===== src/rtl/alu_pkg.sv =====
// Shared opcode encodings, immediate-class decode helpers and operand-stage FSM states.
// Latency: n/a (declarations only).
// Backpressure: n/a.
package alu_pkg;

    // Register-register ALU operations
    localparam logic [5:0] OP_ADD   = 6'b000000;
    localparam logic [5:0] OP_SUB   = 6'b000010;
    localparam logic [5:0] OP_AND   = 6'b000100;
    localparam logic [5:0] OP_OR    = 6'b000110;
    localparam logic [5:0] OP_XOR   = 6'b001000;
    localparam logic [5:0] OP_SLT   = 6'b010000;
    localparam logic [5:0] OP_OUT   = 6'b111111;

    // Immediate variants taking a sign-extended immediate
    localparam logic [5:0] OP_ADDI  = 6'b000001;
    localparam logic [5:0] OP_SUBI  = 6'b000011;
    localparam logic [5:0] OP_SLTI  = 6'b000101;
    localparam logic [5:0] OP_XORI  = 6'b000111;
    localparam logic [5:0] OP_LDI   = 6'b001010;
    localparam logic [5:0] OP_SLLI  = 6'b010011;

    // Logical immediates take a zero-extended immediate
    localparam logic [5:0] OP_ANDI  = 6'b001100;
    localparam logic [5:0] OP_ORI   = 6'b001110;

    // Skid-buffer occupancy: nothing held, main only, main plus skid
    typedef enum logic [1:0] {
        EMPTY = 2'd0,
        ONE   = 2'd1,
        TWO   = 2'd2
    } stage_state_t;

    // True for every opcode whose operand B comes from the immediate field
    function automatic logic is_imm(input logic [5:0] op);
        return (op == OP_ADDI) || (op == OP_SUBI) || (op == OP_SLTI) ||
               (op == OP_XORI) || (op == OP_LDI)  || (op == OP_SLLI) ||
               (op == OP_ANDI) || (op == OP_ORI);
    endfunction

    // True for the immediate opcodes that zero-extend instead of sign-extend
    function automatic logic is_zext(input logic [5:0] op);
        return (op == OP_ANDI) || (op == OP_ORI);
    endfunction

endpackage


===== src/rtl/alu_operand_mux.sv =====
// Resolves operands A/B: zero-register, writeback forwarding, immediate extension.
// Latency: combinational.
// Backpressure: none; evaluated only when the parent captures.
module alu_operand_mux
    import alu_pkg::*;
#(
    parameter int DATA_W = 32,
    parameter int IMM_W  = 16,
    parameter int REG_W  = 5
) (
    input  logic [5:0]        opcode,
    input  logic [REG_W-1:0]  rs,
    input  logic [REG_W-1:0]  rt,
    input  logic [DATA_W-1:0] rs_val,
    input  logic [DATA_W-1:0] rt_val,
    input  logic [IMM_W-1:0]  imm,
    input  logic              wb_valid,
    input  logic [REG_W-1:0]  wb_dest,
    input  logic [DATA_W-1:0] wb_data,
    output logic [DATA_W-1:0] data_a,
    output logic [DATA_W-1:0] data_b
);

    logic [DATA_W-1:0] rt_fwd;
    logic [DATA_W-1:0] imm_sext;
    logic [DATA_W-1:0] imm_zext;

    assign imm_sext = {{(DATA_W-IMM_W){imm[IMM_W-1]}}, imm};
    assign imm_zext = {{(DATA_W-IMM_W){1'b0}}, imm};

    // Source values: register 0 is hardwired zero, otherwise prefer the in-flight writeback
    always_comb begin
        data_a = rs_val;
        rt_fwd = rt_val;
        if (rs == '0) begin
            data_a = '0;
        end else if (wb_valid && (wb_dest == rs)) begin
            data_a = wb_data;
        end
        if (rt == '0) begin
            rt_fwd = '0;
        end else if (wb_valid && (wb_dest == rt)) begin
            rt_fwd = wb_data;
        end
    end

    // Operand B: immediate class decides extension, otherwise the forwarded rt value
    always_comb begin
        data_b = rt_fwd;
        if (is_imm(opcode)) begin
            data_b = is_zext(opcode) ? imm_zext : imm_sext;
        end
    end

endmodule


===== src/rtl/alu_operand_stage.sv =====
// ALU issue stage: captures resolved operands into a 2-entry skid buffer (main + skid).
// Latency: 1 cycle from input handshake to out_valid when empty.
// Backpressure: in_ready is registered; drops only after two entries are held.
module alu_operand_stage
    import alu_pkg::*;
#(
    parameter int DATA_W = 32,
    parameter int IMM_W  = 16,
    parameter int REG_W  = 5
) (
    input  logic              clock,
    input  logic              reset_n,
    input  logic              flush,
    input  logic              in_valid,
    output logic              in_ready,
    input  logic [5:0]        in_opcode,
    input  logic [REG_W-1:0]  in_rs,
    input  logic [REG_W-1:0]  in_rt,
    input  logic [DATA_W-1:0] in_rs_val,
    input  logic [DATA_W-1:0] in_rt_val,
    input  logic [IMM_W-1:0]  in_imm,
    input  logic [REG_W-1:0]  in_dest,
    input  logic              wb_valid,
    input  logic [REG_W-1:0]  wb_dest,
    input  logic [DATA_W-1:0] wb_data,
    output logic              out_valid,
    input  logic              out_ready,
    output logic [5:0]        alu_opcode,
    output logic [DATA_W-1:0] alu_dataA,
    output logic [DATA_W-1:0] alu_dataB,
    output logic [REG_W-1:0]  out_dest
);

    stage_state_t state, state_nxt;
    logic in_xfer, out_xfer;
    logic load_main, load_skid, skid_to_main;

    logic [DATA_W-1:0] cap_a, cap_b;

    logic [5:0]        skid_opcode;
    logic [DATA_W-1:0] skid_a, skid_b;
    logic [REG_W-1:0]  skid_dest;

    assign in_xfer   = in_valid && in_ready;
    assign out_xfer  = out_valid && out_ready;
    assign out_valid = (state != EMPTY);

    alu_operand_mux #(
        .DATA_W (DATA_W),
        .IMM_W  (IMM_W),
        .REG_W  (REG_W)
    ) u_mux (
        .opcode   (in_opcode),
        .rs       (in_rs),
        .rt       (in_rt),
        .rs_val   (in_rs_val),
        .rt_val   (in_rt_val),
        .imm      (in_imm),
        .wb_valid (wb_valid),
        .wb_dest  (wb_dest),
        .wb_data  (wb_data),
        .data_a   (cap_a),
        .data_b   (cap_b)
    );

    // Occupancy register; in_ready is registered alongside so it never depends on out_ready
    always_ff @(posedge clock or negedge reset_n) begin
        if (!reset_n) begin
            state    <= EMPTY;
            in_ready <= 1'b1;
        end else begin
            state    <= state_nxt;
            in_ready <= (state_nxt != TWO);
        end
    end

    // Next occupancy and which register loads; flush overrides every transfer
    always_comb begin
        state_nxt    = state;
        load_main    = 1'b0;
        load_skid    = 1'b0;
        skid_to_main = 1'b0;
        case (state)
            EMPTY: begin
                if (in_xfer) begin
                    state_nxt = ONE;
                    load_main = 1'b1;
                end
            end
            ONE: begin
                if (in_xfer && !out_xfer) begin
                    state_nxt = TWO;
                    load_skid = 1'b1;
                end else if (!in_xfer && out_xfer) begin
                    state_nxt = EMPTY;
                end else if (in_xfer && out_xfer) begin
                    load_main = 1'b1;
                end
            end
            TWO: begin
                if (out_xfer) begin
                    state_nxt    = ONE;
                    skid_to_main = 1'b1;
                end
            end
            default: state_nxt = EMPTY;
        endcase
        if (flush) begin
            state_nxt    = EMPTY;
            load_main    = 1'b0;
            load_skid    = 1'b0;
            skid_to_main = 1'b0;
        end
    end

    // Main (output) register: fresh capture or promotion of the older skid entry
    always_ff @(posedge clock or negedge reset_n) begin
        if (!reset_n) begin
            alu_opcode <= '0;
            alu_dataA  <= '0;
            alu_dataB  <= '0;
            out_dest   <= '0;
        end else if (load_main) begin
            alu_opcode <= in_opcode;
            alu_dataA  <= cap_a;
            alu_dataB  <= cap_b;
            out_dest   <= in_dest;
        end else if (skid_to_main) begin
            alu_opcode <= skid_opcode;
            alu_dataA  <= skid_a;
            alu_dataB  <= skid_b;
            out_dest   <= skid_dest;
        end
    end

    // Skid register: holds the second entry while the ALU side stalls
    always_ff @(posedge clock or negedge reset_n) begin
        if (!reset_n) begin
            skid_opcode <= '0;
            skid_a      <= '0;
            skid_b      <= '0;
            skid_dest   <= '0;
        end else if (load_skid) begin
            skid_opcode <= in_opcode;
            skid_a      <= cap_a;
            skid_b      <= cap_b;
            skid_dest   <= in_dest;
        end
    end

endmodule


===== config.mk =====
export PLATFORM = sky130hd
export DESIGN_NAME = alu_operand_stage
export DESIGN_NICKNAME = d
export VERILOG_FILES = /design/src/rtl/alu_pkg.sv /design/src/rtl/alu_operand_mux.sv /design/src/rtl/alu_operand_stage.sv
export SDC_FILE = /design/constraint.sdc
export NUM_CORES = 1
export LEC_CHECK = 0
export BUFFER_PORTS_ARGS = -buffer_cell sky130_fd_sc_hd__buf_2
export CORE_MARGIN = 2
export CORE_UTILIZATION = 45
export CTS_BUF_LIST = sky130_fd_sc_hd__clkbuf_16
export DETAILED_ROUTE_END_ITERATION = 16
export HOLD_SLACK_MARGIN = 0.03
export PLACE_DENSITY_LB_ADDON = 0.25
export RECOVER_POWER = 25
export SKIP_LAST_GASP = 1
export SYNTH_ARGS = -nofsm -noshare
export SYNTH_HDL_FRONTEND = slang
export SYNTH_HIERARCHICAL = 1
export SYNTH_SLANG_ARGS = --single-unit

===== constraint.sdc =====
create_clock -name clock -period 3.4 [get_ports clock]
set_input_delay 0.51 -clock clock [delete_from_list [all_inputs] [get_ports clock]]
set_output_delay 0.51 -clock clock [all_outputs]
set_load 0.01 [all_outputs]

# Yosys cells after proc, flatten, opt, wreduce, memory -nomap -nowiden
# Index checks and enable logic that the tools add are counted.
[word_totals]
regBits = 153
in_bits = 144
out_inout_bits = 77
elab_cells = 77
[op_classes]
eq_ne = 13
muxes = 32
reduce_logical = 22
[op_table]
columns = ["op", "n"]
rows = [
  ["two-way mux 32 bit", 10],
  ["equality test 6 x 4 -> 1 bit, second input constant", 3],
  ["equality test 6 x 3 -> 1 bit, second input constant", 2],
  ["two-way mux 6 bit", 2],
  ["two-way mux 1 bit", 11],
  ["equality test 5 bit", 2],
  ["logical NOT 5 bit", 2],
  ["two-way mux 2 bit", 5],
  ["two-way mux 5 bit", 2],
  ["logical OR 1 bit", 8],
  ["logical AND 1 bit", 7],
  ["equality test 6 x 1 -> 1 bit, second input constant", 1],
  ["equality test 6 x 2 -> 1 bit, second input constant", 1],
  ["equality test 6 x 5 -> 1 bit, second input constant", 1],
  ["case mux 2 bit (3 select lines)", 1],
  ["nonzero test 2 bit", 2],
  ["equality test 2 x 1 -> 1 bit, second input constant", 1],
  ["equality test 2 bit, second input constant", 1],
  ["logical NOT 1 bit", 2],
  ["logical NOT 2 bit", 1],
  ["!= test 2 bit, second input constant", 1],
  ["case mux 1 bit (2 select lines)", 1],
]

# Depth between registers and ports, before layout
[depth]
word_depth = 10
mapped_depth = 9
depth_no_buf = 7

# Hierarchy
# Netlist, hierarchy kept.
[by_module_without_submodules]
columns = ["mod", "instances", "cells_each", "area_per_inst_um2", "seq_area_each_um2"]
rows = [
  ["alu_operand_stage", 1, 502, 6374.9, 3829.9],
  ["alu_operand_mux", 1, 189, 1348.8, 0.0],
]

# Worst setup path before layout
# OpenSTA, ideal clock, no wires.
[synth_path]
path_kind = "input-to-reg"
from = "input port wb_dest[2]"
to = "register skid_a[28]"
setup_ps = 128
t_arrival_ps = 1841
required_ps = 3272
setup_slack_ps = 1431
cell_stages = 8
n_path_buf = 2
path_cell_list = "xor2_1 -> nor4_1 -> and3_1 -> buf_4 -> buf_8 -> mux2i_1 -> nor2_1 -> mux2_1"
[synth_via]
elab_chain_len = 4
[synth_rtl]
columns = ["item", "line_no", "rtl"]
rows = [
  ["from (decl)", "alu_operand_stage.sv:24", "input logic [REG_W-1:0] wb_dest,"],
  ["equality test 5 bit", "alu_operand_mux.sv:37", "end else if (wb_valid && (wb_dest == rs)) begin"],
  ["logical AND 1 bit", "alu_operand_mux.sv:37", ""],
  ["two-way mux 32 bit", "alu_operand_mux.sv:37", ""],
  ["two-way mux 32 bit", "alu_operand_mux.sv:35", "if (rs == '0) begin"],
  ["named net cap_a[28]", "alu_operand_stage.sv:38", "logic [DATA_W-1:0] cap_a, cap_b;"],
  ["to (signal assigned)", "alu_operand_stage.sv:145", "skid_a <= cap_a;"],
  ["to (decl)", "alu_operand_stage.sv:41", "logic [DATA_W-1:0] skid_a, skid_b;"],
]
# The timed path passes the listed nets, and every way through them passes these cells.
# A chain may end at the register's enable or synchronous reset.

# Worst setup path after layout
[layout_path]
from = "input port in_rt[0]"
to = "register skid_b[23]"
[layout_via]
elab_chain_len = 5
elab_cells_between_ends = 6
cone_classes = "eq/ne: 1; mux: 3; reduce/logical: 2"
[layout_rtl]
columns = ["item", "line_no", "rtl"]
rows = [
  ["from (decl)", "alu_operand_stage.sv:18", "input logic [REG_W-1:0] in_rt,"],
  ["equality test 5 bit", "alu_operand_mux.sv:42", "end else if (wb_valid && (wb_dest == rt)) begin"],
  ["logical AND 1 bit", "alu_operand_mux.sv:42", ""],
  ["two-way mux 32 bit", "alu_operand_mux.sv:42", ""],
  ["two-way mux 32 bit *", "alu_operand_mux.sv:40", "if (rt == '0) begin"],
  ["two-way mux 32 bit *", "alu_operand_mux.sv:50", "if (is_imm(opcode)) begin"],
  ["named net cap_b[23]", "alu_operand_stage.sv:38", ""],
  ["to (signal assigned)", "alu_operand_stage.sv:146", "skid_b <= cap_b;"],
  ["to (decl)", "alu_operand_stage.sv:41", ""],
]
# The timed path passes the listed nets; every way through them passes the cells marked *.

==> reports/metrics.csv <==
metric,value,unit
status,"finished, violations left",
violated checks,"max-capacitance violations, max-slew violations",
CTS sink cnt,153,
CTS tree,done,
gr ovfl total,0,
GPL Wtd Cong,0.804,
post-DR wirelength/cell,16.6,microns
DR pass1 iterations,4,
"Req. time, crit path",3.70,ns
Worst-Margin Slew,1.77,ns
Synth Register Bits,153,
final hold slack,0.0285,ns
power share of the sequential group,0.451,
PortBufs,220,
"Cell Count, Final, Fillers Out",1128,
Max Clk Rate,430,MHz
placed instance count,1097,
worst hold-check path type,input pin to async pin,
Top-Level Pins,221,
clk slew on worst S/H paths,0.06,ns
worst slew margin relative to its limit,-0.182,
area delta synth->final,23.2,%
Worst Skew,0.00837,ns
Residual DRC,0,
Post-CTS Hold Buffers,0,
Max Cap Violations,1,
Setup WS pre-CTS,0.600,ns
Iteration-0 DRC Markers,205,
CP Launch Type,input pin,
clk_lat worst skew,0.42,ns
Final #Nets,1040,
final hold vios,0,
"Net Count, Synth",835,
TritonCTS buffer count,17,
share of async-settable or async-resettable flops after synthesis,1.00,
via-per-instance ratio,5.19,
GRT Overall Usage,0.212,
switching part of the total,0.298,
number of synthesized flops with an enable pin,0,
Clock Tree Buf Depth,2,
internal power,0.00402,W
final setup margin,1.07,ns
post-synthesis cell type count,39,
logic gate share of total power,0.246,
Clock Tree Root,clkbuf_16,
post-synthesis sequential area ratio,0.496,
Mapped Cells,691,
final WL,18700,microns
Post-synth top flop,dfrtp_1,
post-layout min period,2.33,ns
Die Width,135,microns
postcts setup bufs,0,
vias in the first global route,5932,
"Avg Cell Area, Syn",11.2,sq um
yosys warns,6,
final setup fails,0,
critical path class,input pin to flip-flop,
post-route ant nets,0,
initial antenna violation count,0,
Chip Height,135,microns
post_cts resized,0,
Ant. Diodes,0,
critical path arrival,2.63,ns
starting density of the core,0.462,
Die ar.,18200,sq um
htree depth,4,
Clock power frac,0.303,
Peak VDD IR,0.324,mV
Synth Cell Area,7720,sq um
RSZ-0062 raised after global routing,no,
first-pass GRT wire length,30500,microns
Tcrit/Tclk final,0.685,
element type at the critical path end,flip-flop,
"Max FO, Critical Path",17,
final slew viol count,73,
P_leak,4.92,nW
Layout Utilization,0.570,
pwr/cell area,601,nW/um^2
row cnt,47,
setup TNS,0,ns
Via Count,5852,
core area,16700,sq um
DPL Wire Length,13000,microns
Net Switching,0.00171,W
pin count of the biggest net entering global routing,81,
layout cells sized above 1,0.357,
-- power by group through the flow --
stage               Combinational (W)  Clock [W]  Sequential, W
floorplan                    0.000787          0        0.00268
global placement              0.00141          0        0.00258
detailed placement            0.00143          0        0.00261
CTS                           0.00144    0.00177        0.00258
global route                  0.00158    0.00186        0.00265
finish                        0.00141    0.00173        0.00258
-- cells in the final DEF (no fill, tap or decap), drive strengths merged, types with 5 or more instances in the layout --
cell,n
dfrtp,152
a21oi,75
nand3,16
xor2,8
nand2,5
buf,234
o21ai,35
clkbuf,18
mux2,76
clkinv,8
nor2,108
mux2i,139
-- layer usage --
metal | track usage | wire (microns) | vias up
li1 | - | - | 2862
met1 | 0.274 | 8370 | 2824
met2 | 0.358 | 9010 | 147
met3 | 0.0522 | 1050 | 19
met4 | 0.0567 | 256 | 0
met5 | 0 | 0 | -
-- synth_stat cells, types with 3 or more instances --
cell type | n | share of area
dfrtp_1 | 152 | 0.49
mux2i_1 | 139 | 0.18
nor2_1 | 108 | 0.052
a21oi_1 | 75 | 0.049
mux2_2 | 50 | 0.073
mux2_1 | 26 | 0.038
o21ai_1 | 20 | 0.013
nand3_1 | 15 | 0.0097
buf_2 | 14 | 0.0091
o21ai_0 | 14 | 0.0091
clkbuf_1 | 13 | 0.0063
buf_6 | 9 | 0.013
xor2_1 | 8 | 0.0091
buf_1 | 6 | 0.0029
nand2_1 | 5 | 0.0024
buf_8 | 3 | 0.0058
clkbuf_2 | 3 | 0.0019
inv_1 | 3 | 0.0015
nor2b_1 | 3 | 0.0024
or4_1 | 3 | 0.0029
-- logic make-up (layout without fill, tap and decap cells) --
group	after synthesis	count (layout)	synth area share
and+or+nand+nor	145	145	0.0812
xor gates and xnor gates	10	10	0.0113
muxes	215	215	0.291
AOI/OAI and AO/OA	116	116	0.0791
DFF	153	153	0.496
buffers and inverters	52	269	0.0416
-- metrics by stage --
step	total power (W)	cell area, sq um
after global routing	0.00609	9510
final	0.00572	9510
after global placement	0.00399	8990
after detailed placement	0.00404	8990
after floorplan	0.00347	7720
after CTS	0.00579	9530
-- state kept, by name, indices dropped and copies added, names as in the netlist --
| signal | flops |
|---|---|
| out_dest | 5 |
| alu_dataA | 32 |
| skid_dest | 5 |
| skid_a | 32 |
| skid_opcode | 6 |
| alu_opcode | 6 |
| skid_b | 32 |
| alu_dataB | 32 |
| in_ready | 1 |
| state | 2 |
-- worst max-delay path, stage by stage --
cell	delay [ns]
buf_2	0.12
xor2_1	0.17
nor4_2	0.27
nand3_2	0.55
buf_12	0.40
mux2i_1	0.18
o21ai_0	0.12
mux2_2	0.30
-- path summary, 6_finish.rpt --
kind                            start            to  slack, ns  cells past startpoint
setup / recovery             in_rt[0]    skid_b[23]       1.07                      8
hold / removal                reset_n  alu_dataB[5]       0.03                      1
setup reg to reg             in_ready  alu_dataA[6]       1.22                      5
hold reg to reg            skid_a[19]    skid_a[19]       0.49                      1
max in group asynchronous     reset_n     skid_a[0]       1.26                      2
min in group clock         in_dest[2]  skid_dest[2]       0.34                      2
-- area by class of cell --
class / count / area [sq um]
clock buffers: 17 / 425
multi-input cells: 486 / 3620
clock inverters: 14 / 109
fillers: 1472 / 7190
repair buffers: 235 / 1240
inverters: 3 / 11.3
well taps: 220 / 275
flip-flops and latches: 153 / 3830
(Power assumes the default switching activity.)
